`config.mk`:
```
export PLATFORM = sky130hd
export DESIGN_NAME = target_sequencer
export DESIGN_NICKNAME = d
export VERILOG_FILES = /design/src/rtl/target_seq_pkg.sv /design/src/rtl/target_sequencer_lfsr16.sv /design/src/rtl/target_sequencer.sv
export SDC_FILE = /design/constraint.sdc
export NUM_CORES = 1
export LEC_CHECK = 0
export ABC_AREA = 1
export BUFFER_PORTS_ARGS = -buffer_cell sky130_fd_sc_hd__buf_2
export CORE_ASPECT_RATIO = 0.5
export CORE_MARGIN = 1
export CORE_UTILIZATION = 45
export CTS_BUF_LIST = sky130_fd_sc_hd__clkbuf_4 sky130_fd_sc_hd__clkbuf_8
export DETAILED_ROUTE_END_ITERATION = 8
export PLACE_DENSITY = 0.61
export SETUP_SLACK_MARGIN = 0.4
export SLEW_MARGIN = 15
export SYNTH_ARGS = -nofsm -noshare
export SYNTH_HDL_FRONTEND = slang
export SYNTH_HIERARCHICAL = 1
export SYNTH_SLANG_ARGS = --single-unit
```
`constraint.sdc`:
```
create_clock -name clk -period 2.1 [get_ports clk]
set_input_delay 0.21 -clock clk [delete_from_list [all_inputs] [get_ports clk]]
set_output_delay 0.21 -clock clk [all_outputs]
set_load 0.02 [all_outputs]
```
`src/rtl/target_seq_pkg.sv`:
```
// Shared types and constants for the reaction-game target sequencer.
// Holds the FSM encoding, LFSR taps, counter width and the target-index mapping.
package target_seq_pkg;

    typedef enum logic [1:0] {
        ST_IDLE = 2'd0,
        ST_SHOW = 2'd1,
        ST_GAP  = 2'd2,
        ST_DONE = 2'd3
    } state_e;

    localparam logic [1:0] S_IDLE = 2'd0;
    localparam logic [1:0] S_SHOW = 2'd1;
    localparam logic [1:0] S_GAP  = 2'd2;
    localparam logic [1:0] S_DONE = 2'd3;

    localparam int          N_TARGETS = 3;
    localparam logic [15:0] LFSR_TAPS = 16'hB400;
    localparam int          RCNT_W    = 6;

    // Raw value 3 has no LED, so it rotates past the previous prompt instead.
    function automatic logic [1:0] map_idx(input logic [1:0] raw, input logic [1:0] prev);
        logic [1:0] idx;
        if (raw == 2'd3) begin
            idx = (prev == 2'd2) ? 2'd0 : prev + 2'd1;
        end else begin
            idx = raw;
        end
        return idx;
    endfunction

endpackage

```
`src/rtl/target_sequencer_lfsr16.sv`:
```
// Free-running 16-bit Galois LFSR (right-shifting, taps from target_seq_pkg).
module lfsr16
    import target_seq_pkg::*;
#(
    parameter logic [15:0] SEED = 16'hACE1
) (
    input  logic        clk,
    input  logic        reset,
    output logic [15:0] state
);

    // Advance one Galois step every clock; seed on reset.
    always_ff @(posedge clk or negedge reset) begin
        if (!reset) begin
            state <= SEED;
        end else begin
            state <= (state >> 1) ^ (state[0] ? LFSR_TAPS : 16'h0000);
        end
    end

endmodule

```
`src/rtl/target_sequencer.sv`:
```
// Reaction-game prompt generator: lights pseudo-random targets, times the window, scores hits.
// Optional macro TARGET_SPEEDUP_EN shrinks the window by 1/8 after each score.
module target_sequencer
    import target_seq_pkg::*;
#(
    parameter int          WINDOW_TICKS     = 50_000_000,
    parameter int          GAP_TICKS        = 12_500_000,
    parameter int          ROUNDS           = 60,
    parameter int          MIN_WINDOW_TICKS = 12_500_000,
    parameter logic [15:0] LFSR_SEED        = 16'hACE1
) (
    input  logic              clk,
    input  logic              reset,
    input  logic              start,
    input  logic [2:0]        btn_hit,
    output logic [2:0]        target,
    output logic              score_pulse,
    output logic              miss_pulse,
    output logic              busy,
    output logic [RCNT_W-1:0] round_cnt
);

    localparam int MAX_TICKS = (WINDOW_TICKS > GAP_TICKS) ? WINDOW_TICKS : GAP_TICKS;
    localparam int TW        = $clog2(MAX_TICKS) + 1;

    logic [15:0]   lfsr_s;
    logic          unused_lfsr_s;
    logic [1:0]    state_r;
    logic [TW-1:0] timer_r;
    logic [TW-1:0] window_s;
    logic [1:0]    prev_idx_r;
    logic [1:0]    pick_idx_s;
    logic [2:0]    pick_onehot_s;
    logic          decisive_s;
    logic          score_s;

    lfsr16 #(.SEED(LFSR_SEED)) u_lfsr (
        .clk   (clk),
        .reset (reset),
        .state (lfsr_s)
    );

    assign unused_lfsr_s = ^lfsr_s[15:2];

`ifdef TARGET_SPEEDUP_EN
    logic [TW-1:0] window_r;
    logic [TW-1:0] shrunk_s;
    logic [TW-1:0] window_next_s;

    // Next window after a score, clamped at the floor.
    always_comb begin
        shrunk_s = window_r - (window_r >> 3);
        if (shrunk_s < TW'(MIN_WINDOW_TICKS)) begin
            window_next_s = TW'(MIN_WINDOW_TICKS);
        end else begin
            window_next_s = shrunk_s;
        end
    end

    // Window reloads each game and tightens only on scores.
    always_ff @(posedge clk or negedge reset) begin
        if (!reset) begin
            window_r <= TW'(WINDOW_TICKS);
        end else if ((state_r == S_IDLE || state_r == S_DONE) && start) begin
            window_r <= TW'(WINDOW_TICKS);
        end else if (state_r == S_SHOW && decisive_s && score_s) begin
            window_r <= window_next_s;
        end
    end

    assign window_s = window_r;
`else
    localparam int unused_min_window = MIN_WINDOW_TICKS;
    assign window_s = TW'(WINDOW_TICKS);
`endif

    // Target choice and hit classification for the current cycle.
    always_comb begin
        pick_idx_s    = map_idx(lfsr_s[1:0], prev_idx_r);
        pick_onehot_s = 3'b001 << pick_idx_s;
        score_s       = (btn_hit == target);
        decisive_s    = (btn_hit != 3'b000) || (timer_r == {TW{1'b0}});
    end

    // Game FSM; all player-facing outputs are registered here.
    always_ff @(posedge clk or negedge reset) begin
        if (!reset) begin
            state_r     <= S_IDLE;
            timer_r     <= {TW{1'b0}};
            prev_idx_r  <= 2'd0;
            target      <= 3'b000;
            score_pulse <= 1'b0;
            miss_pulse  <= 1'b0;
            busy        <= 1'b0;
            round_cnt   <= {RCNT_W{1'b0}};
        end else begin
            score_pulse <= 1'b0;
            miss_pulse  <= 1'b0;
            case (state_r)
                S_IDLE, S_DONE: begin
                    if (start) begin
                        round_cnt  <= {RCNT_W{1'b0}};
                        prev_idx_r <= pick_idx_s;
                        target     <= pick_onehot_s;
                        busy       <= 1'b1;
                        timer_r    <= TW'(WINDOW_TICKS - 1);
                        state_r    <= S_SHOW;
                    end
                end
                S_SHOW: begin
                    if (decisive_s) begin
                        score_pulse <= score_s;
                        miss_pulse  <= !score_s;
                        target      <= 3'b000;
                        round_cnt   <= round_cnt + {{(RCNT_W-1){1'b0}}, 1'b1};
                        timer_r     <= TW'(GAP_TICKS - 1);
                        state_r     <= S_GAP;
                    end else begin
                        timer_r <= timer_r - {{(TW-1){1'b0}}, 1'b1};
                    end
                end
                S_GAP: begin
                    if (timer_r == {TW{1'b0}}) begin
                        if (round_cnt == RCNT_W'(ROUNDS)) begin
                            busy    <= 1'b0;
                            state_r <= S_DONE;
                        end else begin
                            prev_idx_r <= pick_idx_s;
                            target     <= pick_onehot_s;
                            timer_r    <= window_s - {{(TW-1){1'b0}}, 1'b1};
                            state_r    <= S_SHOW;
                        end
                    end else begin
                        timer_r <= timer_r - {{(TW-1){1'b0}}, 1'b1};
                    end
                end
                default: begin
                    target  <= 3'b000;
                    busy    <= 1'b0;
                    state_r <= S_IDLE;
                end
            endcase
        end
    end

endmodule

```
==> out/metrics.cfg, run 1 <==
[sta]
tightest_slew_ns = 0.3691
finalHoldViolCount = 0
finalCritPeriodShare_pct = 82.67
max_slew_margin_pct = 75.17
grt_setup_unrepaired = true
fmax_mhz = 576.0
fin_ws_ns = 0.3638
setup_tns_ns = 0
setup_viol = 0
finalClockSkew_ns = 0.008983
finalCriticalPeriod_ns = 1.736
maxSlewViolCount = 0

[floorplanning]
fp.dieW_um = 126
die_h_um = 64
initial_core_util_pct = 46.90
core_area_um2 = 7377
dieArea_um2 = 8064
row_count = 22
io-pin-count = 18

[synthesis]
ys.flop_type = dfrtp_1
synthMuxAreaShare_pct = 0
syn_inst = 484
synth-edff-count = 0
ys_types = 35
synth-compound-area-share_pct = 5.859
synth_nets = 496
synth-simple-area-share_pct = 36.71
yosys.area_share.adder_pct = 2.170
synthArstFlopShare_pct = 100.0
synth_xor_area_share_pct = 4.810
synth_area_um2 = 3460
synth.avg_cell_area_um2 = 7.148
yosys_warnings = 6
ys_seq_area_share_pct = 42.97
synth_top_family_by_area = simple AND/OR/NAND/NOR gates
ys_ff_latch = 59

[cts]
clkSinkCount = 59
clkTransAtPathRegs_ns = 0.08
root_buffer = clkbuf_8
cts_tree = built
cts_buffer_depth = 2
clock_latency_ns = 0.36
cts_made_buffers = 9
htreeDepth = 3

[finish]
fillerInstances = 659
drive_gt1_share_pct = 31.79
antennaDiodeCount = 0
fin_nets = 567
syn_to_final_growth_pct = 29.44

[place]
hpwlAfterDp_um = 6311
place_ws_ns = 0.08771
io_buffers = 17
gp_congestion = 0.9365

[detailed_routing]
routed_wl_um = 9428
drt_iter0_drc = 242
dr.pass1.iters = 5
avgViaCountPerCell = 5.076
drc = 0
antenna_left = 0
via_count = 3330
wl_per_cell_um = 14.37

[worst_setup_path]
cp.required_ns = 2.35
cpMostUsedCell = nand2_2
worst_setup_path_end_kind = register
path_class = register to register
cp-start-kind = register
slowest_stage = dfrtp_1
cpPeakStageDelay_ns = 0.44
path_max_fanout = 18
cp_cell_sequence = nor2_2, nand2_2, nor2_1, nand2_2, nor2_4, nand2_2, nand2_4, inv_8, or2_0, nand2_1, inv_1
cp_data_arrival_time_ns = 1.99

[global_route]
grt_max_degree = 60
overflow = 0
grt_usage_pct = 25.12
grt_pass1_wl_um = 15450
grt_antenna_before_repair = 0
grt_pass1_vias = 3221

[run_status]
outcome = finished, final reports clean

[pwr]
ir_drop_v = 0.0007998
p_leak_nw = 2.249
power_density_nw_per_um2 = 1271

[job]
cap_viol_max_count = 0

[worst_hold_path]
min_path_type = input port to register

-- final timing paths --
kind / depth (start not counted) / startpoint / slack (ns) / endpoint
setup / recovery: 11 / timer_r[17] / 0.36 / timer_r[5]
hold / removal: 5 / btn_hit[2] / 0.28 / score_pulse
setup reg to reg: 11 / timer_r[17] / 0.36 / timer_r[5]
hold reg to reg: 0 / u_lfsr/state[2] / 0.35 / u_lfsr/state[1]
max in group asynchronous: 3 / reset / 1.40 / u_lfsr/state[13]
min in group asynchronous: 3 / reset / 0.38 / timer_r[9]
-- synth_stat cells (all sizes together) (3+ instances only) --
cell / instances / area [µm²]
a21oi: 12 / 60.06
buf: 5 / 31.28
clkbuf: 3 / 11.26
dfrtp: 51 / 1276
dfstp: 8 / 210.2
ha: 6 / 75.07
inv: 57 / 216.5
nand2: 155 / 604.3
nand3: 41 / 220.2
nand4: 5 / 31.28
nor2: 87 / 354.1
nor3: 4 / 20.02
o21ai: 17 / 85.08
or2: 3 / 18.77
xnor2: 5 / 43.79
xor2: 14 / 122.6
-- sequential cells by signal, indices dropped and copies added (netlist names) --
register / cells
busy: 1
miss_pulse: 1
prev_idx_r: 2
round_cnt: 6
score_pulse: 1
state_r: 2
target: 3
timer_r: 27
u_lfsr/state: 16
-- metal layers --
| metal | vias up | routed length, µm | GRT usage, % |
|---|---|---|---|
| met1 | 1570 | 4585 | 34.46 |
| met2 | 87 | 4077 | 39.64 |
| met5 | - | 0 | 0 |
| met4 | 0 | 163 | 7.229 |
| li1 | 1654 | - | - |
| met3 | 19 | 601 | 6.114 |
-- cells in the final DEF, fill, tap and decap left out, drive strengths merged, types with 6 or more instances in the layout --
cell type,instances
ha,6
o21ai,17
a21oi,12
dfrtp,51
xor2,14
clkbuf,10
inv,59
buf,66
dfstp,8
nor2,88
nand2,155
nand3,41
-- per-stage QoR --
| stage | instances | total power, mW | hold WS, ns | area (µm²) | util [%] |
|---|---|---|---|---|---|
| 5_1_grt | 656 | 6.144 | 0.3263 | 4478 | 60.70 |
| 3_5_place_dp | 606 | 4.102 | 0.2364 | 3765 | 51.03 |
| 2_1_floorplan | 484 | 3.334 | -0.08559 | 3462 | - |
| 6_report | 656 | 5.694 | 0.2792 | 4478 | 60.70 |
| 3_3_place_gp | 606 | 4.109 | 0.2405 | 3765 | 51.03 |
| 4_1_cts | 643 | 5.339 | 0.2708 | 4232 | 57.36 |
-- cell type report --
cell class,count,area (µm²),area share (%)
clock inverters,6,48.80,1.090
well taps,96,120.1,2.682
inverters,57,221.5,4.946
repair buffers,67,486.7,10.87
clock buffers,10,137.6,3.073
multi-input cells,361,1968,43.95
flip-flops and latches,59,1495,33.39
-- timing repair --
| item | 4_1_cts | 5_1_grt |
|---|---|---|
| resized for setup | 39 | 51 |
| endpoints found under the hold margin | 51 | 0 |
| endpoints found under the setup margin | 43 | 41 |
| hold buffers | 1 | 0 |
| pin swaps | 11 | 18 |
| buffers inserted | 20 | 12 |
| cloned | 0 | 1 |
-- cells by family after synthesis --
family          Yosys count
fa+ha+maj                 6
buf+inv                  65
compound gates           37
flops                    59
xor+xnor                 19
simple gates            298
-- worst max-delay path: cells and delay by family, from the launching register on --
family,cells,cell delay (ns)
buffers and inverters,2,0.10
DFF,1,0.44
and+or+nand+nor,9,1.08
-- power by group --
part / leakage, nW / total, mW / switching, mW / internal [mW]
Clock: 0.0855 / 0.993 / 0.523 / 0.469
Combinational: 1.45 / 3.01 / 1.85 / 1.17
Sequential: 0.715 / 1.69 / 0.274 / 1.41
Power figures use the tool's default switching activity.
==> run 2, diff against run 1 <==
==> constraint.sdc (replaced) <==
create_clock -name clk -period 1.7 [get_ports clk]
set_input_delay 0.17 -clock clk [delete_from_list [all_inputs] [get_ports clk]]
set_output_delay 0.17 -clock clk [all_outputs]
set_load 0.02 [all_outputs]
==> run 2 against run 1 <==
Net effect: the flow now finishes with violations (negative setup slack); critical path depth stayed put; final cell count up 8.2%; clock skew is 0.0029 ns lower; critical path type unchanged; die area did not move; wire length grew 14%; maximum frequency fell by 0.38%; register-to-register slack got worse by 0.41 ns; largest cell class unchanged; combinational power is 67% higher.
==> out/metrics.cfg, run 2 (synthesized netlist as in run 1, its figures left out) <==
[global_route]
grt_antenna_before_repair = 0  ; unchanged
use_met2_pct = 44.96  ; +5.3 points
grt_pass1_vias = 3428  ; +6.4%
grt_max_degree = 23  ; -62%
gr-max-usage-layer = met2
overflow = 0  ; unchanged
grt_use_met1_pct = 40.56  ; +6.1 points
grt_pass1_wl_um = 17290  ; +12%
grt_usage_pct = 28.66  ; +3.5 points
use_met3_pct = 6.114  ; unchanged

[worst_setup_path]
cp_cell_sequence = nor2_2, nand2_2, inv_2, nand2_4, nor2_4, nand2_4, nand3_4, buf_6, nand2_8, inv_8, o21ai_1
cpMostUsedCell = nand2_4
cp_data_arrival_time_ns = 1.98  ; about the same
path_class = register to register
cp.required_ns = 1.93  ; -0.42 ns
path_max_fanout = 7  ; -11
worst_setup_path_end_kind = register
slowest_stage = dfrtp_1
cpPeakStageDelay_ns = 0.43  ; about the same
cp-start-kind = register

[sta]
finalHoldViolCount = 0  ; unchanged
max_slew_margin_pct = 63.28  ; -12 points
grt_setup_unrepaired = true
maxSlewViolCount = 0  ; unchanged
finalClockSkew_ns = 0.006125  ; -0.002858 ns
fmax_mhz = 573.8  ; -0.38%
fin_ws_ns = -0.04272  ; -0.4066 ns
finalCritPeriodShare_pct = 102.5  ; +20 points
setup_viol = 9  ; +9
tightest_slew_ns = 0.5507  ; +0.1817 ns
finalCriticalPeriod_ns = 1.743  ; +0.006556 ns

[place]
hpwlAfterDp_um = 7354  ; +17%
gp_congestion = 0.9133  ; -2.5%
numPlacedInstances = 664  ; +9.6%
io_buffers = 17  ; unchanged

[finish]
largest_reg_flops = 27  ; unchanged
syn_to_final_growth_pct = 50.49
antennaDiodeCount = 0  ; unchanged
layout_common_cells = nand2_1, buf_4, dfrtp_1
final_common_cell = nand2_1
layout.cells.non_filler = 710  ; +8.2%
drive_gt1_share_pct = 45.11  ; +13 points
top_register = timer_r
fillerInstances = 574  ; -13%
fin_nets = 621  ; +9.5%
largestRegisters = timer_r (27), u_lfsr/state (16), round_cnt (6)

[cts]
root_buffer = clkbuf_8
clkTransAtPathRegs_ns = 0.07  ; about the same
cts_buffer_depth = 2  ; unchanged
cts_tree = built
htreeDepth = 3  ; unchanged
clock_latency_ns = 0.35  ; about the same
cts_made_buffers = 9  ; unchanged
clkSinkCount = 59  ; unchanged

[detailed_routing]
drc = 0  ; unchanged
avgViaCountPerCell = 5.063  ; -0.25%
drt_iter0_drc = 278  ; +15%
wl_per_cell_um = 15.11  ; +5.2%
via_count = 3595  ; +8.0%
antenna_left = 0  ; unchanged
routed_wl_um = 10730  ; +14%
dr.pass1.iters = 5  ; unchanged

[floorplanning]
io-pin-count = 18  ; unchanged
initial_core_util_pct = 46.90  ; unchanged
row_count = 22  ; unchanged
die_h_um = 64  ; unchanged
core_area_um2 = 7377  ; unchanged
fp.dieW_um = 126  ; unchanged
dieArea_um2 = 8064  ; unchanged

[run_status]
failed_checks = negative setup slack
outcome = finished with violations

[pwr]
p_leak_nw = 2.614  ; +16%
clockPowerShare_pct = 16.0  ; -1.4 points
power_density_nw_per_um2 = 1614  ; +27%
p_comb_share_pct = 59.7  ; +6.8 points
ir_drop_v = 0.0008444  ; +5.6%
swShare_pct = 44.63  ; -1.8 points
p_int_mw = 4.653  ; +53%
p_seq_share_pct = 24.3  ; -5.3 points
finalPower_mw = 8.403  ; +48%
p_sw_mw = 3.750  ; +42%

[worst_hold_path]
min_path_type = input port to register

[job]
cap_viol_max_count = 0  ; unchanged

## run 2: cell count changes in the layout (fill, tap and decap cells not counted), sizes merged
cell	delta
clkbuf	+1
inv	-3
bufinv	+1
clkinv	+1
buf	+54
## run 2: routing by layer
metal	vias up	share of wire, %
li1	1761	-
met1	1705	47
met2	109	45
met3	20	6.0
met4	0	1.6
met5	-	0
## run 2: power by group through the flow
stage               Clock, mW  Combinational, mW  Sequential, mW
detailed placement          0               3.86            2.00
CTS                      1.37               4.48            2.02
finish                   1.34               5.02            2.04
floorplan                   0               2.14            2.10
global route             1.42               5.47            2.08
global placement            0               3.83            2.00
## run 2: cell type report
type / instances / area [µm²] / area share, %
Multi-Input combinational cell: 361 / 2218 / 42.61
Sequential cell: 59 / 1489 / 28.60
Timing Repair Buffer: 121 / 935.9 / 17.98
Inverter: 57 / 235.2 / 4.518
Clock buffer: 11 / 145.1 / 2.788
Tap cell: 96 / 120.1 / 2.307
Clock inverter: 5 / 62.56 / 1.202
## run 2: metrics by stage
step | TNS [ns] | instance area (µm²) | hold WS (ns) | util (%) | setup slack (ns)
final | -0.1863 | 5206 | 0.2921 | 70.57 | -0.04272
after CTS | 0 | 4951 | 0.2919 | 67.11 | 0.02030
after global placement | -1.908 | 4289 | 0.1837 | 58.14 | -0.1347
after detailed placement | -2.225 | 4289 | 0.1831 | 58.14 | -0.1392
after floorplan | 0 | 3550 | -0.1256 | - | 0.1098
after global routing | -2.572 | 5206 | 0.3175 | 70.57 | -0.1339
## run 2: path summary, 6_finish.rpt
kind / from / cells after the start / endpoint / slack, ns
worst min register to register: u_lfsr/state[9] / 0 / u_lfsr/state[8] / 0.35
worst min-delay path: btn_hit[2] / 5 / score_pulse / 0.29
max in group asynchronous: reset / 3 / timer_r[3] / 0.75
worst max-delay path: timer_r[4] / 11 / round_cnt[1] / -0.04
worst max register to register: timer_r[4] / 11 / round_cnt[1] / -0.04
min in group asynchronous: reset / 2 / timer_r[21] / 0.34
## run 2: repair_timing
item | 4_1_cts | 5_1_grt
hold buffers | 1 | 0
setup buffers | 19 | 9
gates resized for setup | 83 | 57
pin swaps | 24 | 19
gates cloned | 1 | 0
endpoints found under the hold margin | 16 | 0
endpoints found under the setup margin | 43 | 43
## run 2: worst max-delay path, delay by kind of cell, from the launching register on
family	cells	cell delay [ns]
AO/OA/AOI/OAI	1	0.06
buffers and inverters	3	0.32
flip-flops	1	0.43
AND/OR/NAND/NOR	7	0.82
==> run 3, diff against run 2 <==
==> constraint.sdc (replaced) <==
create_clock -name clk -period 2.2 [get_ports clk]
set_input_delay 0.22 -clock clk [delete_from_list [all_inputs] [get_ports clk]]
set_output_delay 0.22 -clock clk [all_outputs]
set_load 0.02 [all_outputs]
==> run 3 against run 2 <==
Net effect: the run now ends clean; largest cell class unchanged; final area is 19% lower; clock power fell by 31%; largest power group unchanged; final cell count down 12%.
==> out/metrics.cfg, run 3 (synthesized netlist as in run 1, its figures left out) <==
[pwr]
power_density_nw_per_um2 = 1216  ; -25%
p_comb_share_pct = 49.6  ; -10 points
swShare_pct = 47.24  ; +2.6 points
clockPowerShare_pct = 17.9  ; +1.9 points
p_seq_share_pct = 32.5  ; +8.2 points
ir_drop_v = 0.0005710  ; -32%
p_int_mw = 2.703  ; -42%
p_sw_mw = 2.420  ; -35%
p_leak_nw = 2.104  ; -20%

[detailed_routing]
via_count = 3155  ; -12%
antenna_left = 0  ; unchanged
dr.pass1.iters = 5  ; unchanged
routed_wl_um = 8728  ; -19%
drc = 0  ; unchanged
drt_iter0_drc = 215  ; -23%
avgViaCountPerCell = 5.048  ; -0.30%
wl_per_cell_um = 13.96  ; -7.6%

[sta]
tightest_slew_ns = 0.7670  ; +0.2162 ns
finalClockSkew_ns = 0.009073  ; +0.002948 ns
setup_viol = 0  ; -9
setup_tns_ns = 0  ; +0.1863 ns
fmax_mhz = 558.1  ; -2.7%
finalCritPeriodShare_pct = 81.45  ; -21 points
maxSlewViolCount = 0  ; unchanged
grt_setup_unrepaired = true
max_slew_margin_pct = 48.87  ; -14 points
finalCriticalPeriod_ns = 1.792  ; +0.04913 ns
finalHoldViolCount = 0  ; unchanged

[worst_hold_path]
min_path_type = input port to asynchronous set/reset pin

[place]
gp_congestion = 0.8782  ; -3.8%
io_buffers = 17  ; unchanged
hpwlAfterDp_um = 6058  ; -18%
numPlacedInstances = 596  ; -10%

[finish]
largest_reg_flops = 27  ; unchanged
antennaDiodeCount = 0  ; unchanged
layout.cells.non_filler = 625  ; -12%
top_register = timer_r
fin_nets = 536  ; -14%
final_common_cell = nand2_1
largestRegisters = timer_r (27), u_lfsr/state (16), round_cnt (6)
layout_common_cells = nand2_1, nor2_1, inv_1
drive_gt1_share_pct = 25.90  ; -19 points
syn_to_final_growth_pct = 21.77

[worst_setup_path]
crit_family = simple AND/OR/NAND/NOR gates
crit_path_start = timer_r[16]
cp-start-kind = register
r2r_slack_ns = 0.41  ; +0.45 ns
worst_setup_path_end_kind = register
cp.depth = 8  ; -3
cp.required_ns = 2.44  ; +0.51 ns
worstReg2RegStart = timer_r[16]
cpPeakStageDelay_ns = 0.44  ; about the same
worst-path-buf-inv = 0  ; -3
path_max_fanout = 6  ; -1
cp_cell_sequence = nor2_2, nand2_2, nor3_2, nand2_4, nand3_4, nand2_1, a21oi_1, nor2_1
crit_path_end = timer_r[26]
r2r_end = timer_r[26]
reg2reg_depth = 8  ; -3
path_class = register to register
slowest_stage = dfrtp_2
cp_data_arrival_time_ns = 2.03  ; +0.05 ns

[run_status]
outcome = finished, final reports clean

[global_route]
grt_pass1_wl_um = 13950  ; -19%
grt_usage_pct = 22.75  ; -5.9 points
overflow = 0  ; unchanged
grt_pass1_vias = 2848  ; -17%
grt_max_degree = 60  ; +160%
grt_antenna_before_repair = 0  ; unchanged

[floorplanning]
fp.dieW_um = 126  ; unchanged
dieArea_um2 = 8064  ; unchanged
io-pin-count = 18  ; unchanged
initial_core_util_pct = 46.90  ; unchanged
core_area_um2 = 7377  ; unchanged
die_h_um = 64  ; unchanged
row_count = 22  ; unchanged

[cts]
clock_latency_ns = 0.35  ; about the same
cts_tree = built
cts.hold.buffers_added = 0  ; -1
htreeDepth = 3  ; unchanged
root_buffer = clkbuf_8
clkTransAtPathRegs_ns = 0.08  ; about the same
cts_buffer_depth = 2  ; unchanged
clkSinkCount = 59  ; unchanged
cts_made_buffers = 9  ; unchanged

[job]
cap_viol_max_count = 0  ; unchanged

run 3: stage by stage:
| step | setup WS, ns | util (%) | hold slack (ns) | instance area, µm² | power, mW |
|---|---|---|---|---|---|
| floorplan | 0.4781 | - | -0.07559 | 3460 | 3.180 |
| CTS | 0.4013 | 53.36 | 0.04109 | 3936 | 4.822 |
| global placement | 0.2309 | 49.81 | 0.3337 | 3675 | 3.797 |
| finish | 0.4082 | 57.11 | 0.003417 | 4213 | 5.122 |
| global route | 0.3018 | 57.11 | 0.08496 | 4213 | 5.528 |
| detailed placement | 0.1990 | 49.81 | 0.3378 | 3675 | 3.785 |
run 3: worst min-delay path by stage:
stage                                 from          endpoint  slack [ns]
after global routing                 reset       timer_r[17]        0.08
after global placement    u_lfsr/state[12]  u_lfsr/state[11]        0.33
after floorplan                      reset              busy       -0.08
final                                reset       timer_r[21]       0.003
after CTS                            reset       timer_r[22]        0.04
after detailed placement   u_lfsr/state[9]   u_lfsr/state[8]        0.34
run 3: power groups by stage:
stage	logic (mW)	clock network (mW)	registers (mW)
finish	2.54	0.918	1.66
global route	2.85	0.988	1.69
CTS	2.26	0.948	1.61
detailed placement	2.16	0	1.63
global placement	2.17	0	1.62
floorplan	1.57	0	1.61
run 3: cell type report:
cell class,count,area (µm²)
fillers,726,3164
multi-input cells,360,1941
flip-flops and latches,59,1496
repair buffers,37,254.0
inverters,57,221.5
clock buffers,9,123.9
well taps,96,120.1
clock inverters,7,56.30
run 3: repair_timing:
action                                  in CTS  in global routing
setup buffers                                2                 11
endpoints found under the hold margin        0                  0
endpoints found under the setup margin      41                 40
pin swaps                                    5                 16
resized for setup                           16                 64
cloned                                       0                  0
run 3: routing by layer:
layer | GRT usage, % | up-vias | wire length, µm
li1 | - | 1590 | -
met1 | 31.68 | 1451 | 4099
met2 | 34.12 | 100 | 3807
met3 | 6.951 | 14 | 688
met4 | 6.476 | 0 | 132
met5 | 0 | - | 0
